## src/rtl/loom_hs_pkg.sv

```systemverilog
// loom_hs_pkg: shared width helpers for the handshake FIFO and its pointer registers
// clog2_depth(depth) : bits needed to hold an occupancy of 0..depth
// ptr_width(depth)   : bits needed to index depth entries, never less than 1
package loom_hs_pkg;

    function automatic int clog2_depth(input int depth);
        return $clog2(depth + 1);
    endfunction

    function automatic int ptr_width(input int depth);
        return (depth > 1) ? $clog2(depth) : 1;
    endfunction

endpackage

```

## src/rtl/handshake_fifo_ptr.sv

```systemverilog
// handshake_fifo_ptr: pointer register that wraps to 0 after DEPTH-1
// clk   : rising-edge clock
// rst_n : asynchronous active-low reset, clears ptr to 0
// inc   : advance the pointer this cycle
// ptr   : current pointer value, 0..DEPTH-1
module handshake_fifo_ptr
    import loom_hs_pkg::*;
#(
    parameter int DEPTH = 2,
    localparam int PW = ptr_width(DEPTH)
) (
    input  logic          clk,
    input  logic          rst_n,
    input  logic          inc,
    output logic [PW-1:0] ptr
);

    // Explicit compare keeps non-power-of-two depths correct.
    always_ff @(posedge clk or negedge rst_n) begin
        if (!rst_n)
            ptr <= '0;
        else if (inc)
            ptr <= (ptr == PW'(DEPTH - 1)) ? '0 : ptr + 1'b1;
    end

endmodule

```

## src/rtl/handshake_fifo.sv

```systemverilog
// handshake_fifo: elastic valid/ready FIFO decoupling an operator result from its consumer
// clk       : rising-edge clock
// rst_n     : asynchronous active-low reset; discards all entries
// in_valid  : producer offers in_data
// in_ready  : FIFO accepts this cycle (registered state only, no path from out_ready)
// in_data   : producer data, WIDTH bits
// out_valid : head entry available
// out_ready : consumer accepts head
// out_data  : head entry data, WIDTH bits
// count     : current occupancy, 0..DEPTH
// Optional: define LOOM_FIFO_BYPASS_EN for a zero-latency path when empty.
module handshake_fifo
    import loom_hs_pkg::*;
#(
    parameter int WIDTH = 32,
    parameter int DEPTH = 2
) (
    input  logic                          clk,
    input  logic                          rst_n,
    input  logic                          in_valid,
    output logic                          in_ready,
    input  logic [WIDTH-1:0]              in_data,
    output logic                          out_valid,
    input  logic                          out_ready,
    output logic [WIDTH-1:0]              out_data,
    output logic [clog2_depth(DEPTH)-1:0] count
);

    localparam int CW = clog2_depth(DEPTH);
    localparam int PW = ptr_width(DEPTH);

    if (DEPTH < 1) begin : g_bad_depth
        $error("handshake_fifo: DEPTH must be >= 1");
    end

    logic [WIDTH-1:0] mem [DEPTH];
    logic [PW-1:0]    rd_ptr;
    logic [PW-1:0]    wr_ptr;
    logic             empty;
    logic             full;
    logic             bypass;
    logic             enq;
    logic             deq;

    assign empty    = (count == '0);
    assign full     = (count == CW'(DEPTH));
    assign in_ready = rst_n & ~full;

`ifdef LOOM_FIFO_BYPASS_EN
    // Empty FIFO forwards the producer straight through; storage is only
    // written when the consumer does not take the word in the same cycle.
    assign bypass    = empty & in_valid & out_ready;
    assign out_valid = ~empty | (in_valid & rst_n);
    assign out_data  = empty ? in_data : mem[rd_ptr];
`else
    assign bypass    = 1'b0;
    assign out_valid = ~empty;
    assign out_data  = mem[rd_ptr];
`endif

    assign enq = in_valid & in_ready & ~bypass;
    assign deq = ~empty & out_ready;

    handshake_fifo_ptr #(.DEPTH(DEPTH)) u_wr_ptr (
        .clk   (clk),
        .rst_n (rst_n),
        .inc   (enq),
        .ptr   (wr_ptr)
    );

    handshake_fifo_ptr #(.DEPTH(DEPTH)) u_rd_ptr (
        .clk   (clk),
        .rst_n (rst_n),
        .inc   (deq),
        .ptr   (rd_ptr)
    );

    always_ff @(posedge clk) begin
        if (enq)
            mem[wr_ptr] <= in_data;
    end

    always_ff @(posedge clk or negedge rst_n) begin
        if (!rst_n)
            count <= '0;
        else if (enq != deq)
            count <= enq ? count + 1'b1 : count - 1'b1;
    end

endmodule

```

## config.mk

```make
export PLATFORM = sky130hd
export DESIGN_NAME = handshake_fifo
export DESIGN_NICKNAME = d
export VERILOG_FILES = /design/src/rtl/loom_hs_pkg.sv /design/src/rtl/handshake_fifo_ptr.sv /design/src/rtl/handshake_fifo.sv
export SDC_FILE = /design/constraint.sdc
export NUM_CORES = 1
export LEC_CHECK = 0
export ABC_AREA = 1
export CAP_MARGIN = 20
export CORE_MARGIN = 3
export CORE_UTILIZATION = 47
export DETAILED_ROUTE_END_ITERATION = 8
export PLACE_DENSITY_LB_ADDON = 0.08
export SLEW_MARGIN = 20
export SYNTH_ARGS = -nofsm -noshare
export SYNTH_HDL_FRONTEND = slang
export SYNTH_SLANG_ARGS = --single-unit
```

## constraint.sdc

```tcl
create_clock -name clk -period 2.6 [get_ports clk]
set_input_delay 0.26 -clock clk [delete_from_list [all_inputs] [get_ports clk]]
set_output_delay 0.26 -clock clk [all_outputs]
set_load 0.01 [all_outputs]
```

==> flow_summary.yaml <==
outcome:
  status: "finished clean"
placement:
  dp.final_hpwl_mm: 2.94
  io_buffers: 71
  gp_congestion: 0.798
  dp_cells: 333
  pre_cts_slack_ns: 0.620
clocking:
  htreeDepth: 3
  cts_sinks: 68
  cts_tree: "done"
  clk_path_buf_depth: 2
  clock_latency_ns: 0.32
  ctsHoldBuffers: 0
  root_buffer: "clkbuf_8"
  clk_pin_slew_worst_paths_ns: 0.07
  cts_setup_buffers: 0
  cts_buffers: 9
  ctsResizeCount: 0
yosys:
  ys_types: 15
  synth-simple-area-share_pct: 17.2
  synth_top_family_by_area: "simple AND/OR/NAND/NOR gates"
  synth_mux_area_share_pct: 0
  yosysMostFrequentCell: "nand2_1"
  synth_compound_gate_area_share_pct: 0.636
  async_flop_share_pct: 5.88
  synthCells: 195
  synth_xor_area_share_pct: 1.03
  synth_seq_area_share_pct: 79.1
  yosysTopAreaCellShare_pct: 75.1
  syn_area_per_cell_um2: 13.1
  synth_warnings: 0
  synth_area_leader_cell: "edfxtp_1"
  synth_ff_type: "edfxtp_1"
  synth_fa_ha_area_share_pct: 0
  ys_ff_latch: 68
  synth_area_leaders: "edfxtp_1 (75%), nand2_1 (15%), dfrtp_1 (3.9%)"
  netlist_area_um2: 2560
  synth_edf_count: 64
  synth_common_cells: "nand2_1 (99), edfxtp_1 (64), buf_2 (7)"
  synth_nets: 231
drt:
  drt_wl_total_mm: 4.65
  postRouteAntennaNets: 0
  drt_first_iter_violations: 93
  vias: 1602
  routed_via_density: 4.60
  wire_per_inst_um: 13.4
  drc: 0
  first_pass_iters: 4
pwr:
  irDropWorstVdd_mv: 0.689
  p_per_area_nw_per_um2: 1020
  power.leakage_uw: 0.00139
floorplan:
  die_area_um2: 6360
  die_y_um: 79.8
  num_rows: 26
  fp.coreArea_um2: 5170
  die_x_um: 79.8
  io_pins: 72
  start_util_pct: 49.4
sta:
  setup_slack_ns: 0.387
  rsz0062_at_grt: "false"
  clock_skew_ns: 0.00498
  hold_viol: 0
  finalCritPeriodShare_pct: 85.1
  fmax_mhz: 452
  slew_headroom_pct: 58.8
  min_period_ns: 2.21
  setup_tns_ns: 0
  worst_slew_pin_slew_ns: 0.616
  setup_viol: 0
  drv_slew: 0
finish:
  final_core_util_pct: 69.0
  drive_gt1_share_pct: 9.35
  finalNonFillerCells: 348
  area_growth_pct: 39.6
  fill_cells: 379
  diodes: 0
  nets: 310
min_path:
  holdCritPathClass: "in -> async"
critical_path:
  regToRegStartpoint: "count[0]"
  start_kind: "register"
  worst_ep_arrival_time_ns: 1.95
  end_kind: "output pin"
  criticalPathCategory: "reg -> out"
  cp_max_fo: 33
  startpoint: "u_rd_ptr.ptr"
  required_ns: 2.34
global_route:
  met1_usage_pct: 19.2
  grt_usage_pct: 15.8
  grt_max_degree: 34
  grt_first_pass_wirelength_mm: 7.20
  use_met3_pct: 4.85
  grt_pass1_vias: 1598
  met2_usage_pct: 25.2
  grt_antenna_before_repair: 0
  busiest_layer: "met2"
  grt-ovfl-total: 0
run:
  max_cap_violations: 0
registers in the layout (all words and copies together), names as in the netlist:
signal,count
mem,64
count,2
u_rd_ptr.ptr,1
u_wr_ptr.ptr,1
logic make-up after synthesis:
logic type	Yosys count
buffers and inverters	12
DFF	68
xor gates and xnor gates	3
and+or+nand+nor	110
AOI/OAI and AO/OA	2
critical path: stages (launching register included):
cell and delay (ns):
dfrtp_1 0.38, inv_2 0.46, nand2_1 0.12, nand2_1 0.12
clkdlybuf4s50_1 0.54
power by group:
group | switching [uW] | internal, uW
Sequential | 55.1 | 1370
Combinational | 694 | 635
Clock | 361 | 531
cell usage in the layout (no fill, tap or decap):
cell type and instances:
nor2_1 2, xnor2_1 1, xor2_1 2, a41oi_1 1, nor2_4 2, nand4_1 1
nand2_1 99, dfrtp_1 4, buf_4 4, clkbuf_1 1, edfxtp_1 64, nand3_4 1
inv_1 3, clkbuf_8 9, nand3_1 2, clkinvlp_4 1, clkinv_2 2, clkdlybuf4s50_1 71
nand2_2 3, a21boi_0 1, bufinv_16 2, inv_2 2
stage by stage:
step	hold slack [ns]	power (uW)	instance area, um^2
global placement	0.553	2780	3370
global route	0.204	3860	3570
detailed placement	0.548	2790	3370
finish	0.206	3650	3570
floorplan	-0.0356	2080	2560
CTS	0.192	3690	3570
final cells by class:
class	count	area (um^2)	area share [%]
tap	70	87.6	2.45
inverter	5	18.8	0.526
timing repair buffer	75	741	20.7
multi-input combinational	115	497	13.9
sequential	68	2020	56.6
clock inverter	5	77.6	2.17
clock buffer	10	128	3.57
final timing paths:
kind / cells past startpoint / end / slack (ns)
max: 4 / out_data[31] / 0.39
min: 1 / u_rd_ptr.ptr / 0.21
max reg2reg: 5 / mem[1][7] / 1.06
min reg2reg: 2 / count[1] / 0.62
max in group asynchronous: 1 / u_wr_ptr.ptr / 2.14
min in group clk: 1 / mem[0][29] / 0.51
layer usage:
layer | vias up | share of wire (%) | wire, um
li1 | 811 | - | -
met1 | 733 | 42 | 1980
met2 | 49 | 50 | 2330
met3 | 9 | 6.0 | 277
met4 | 0 | 1.5 | 72
met5 | - | 0 | 0
No activity file was read; power rests on OpenSTA's default activity.
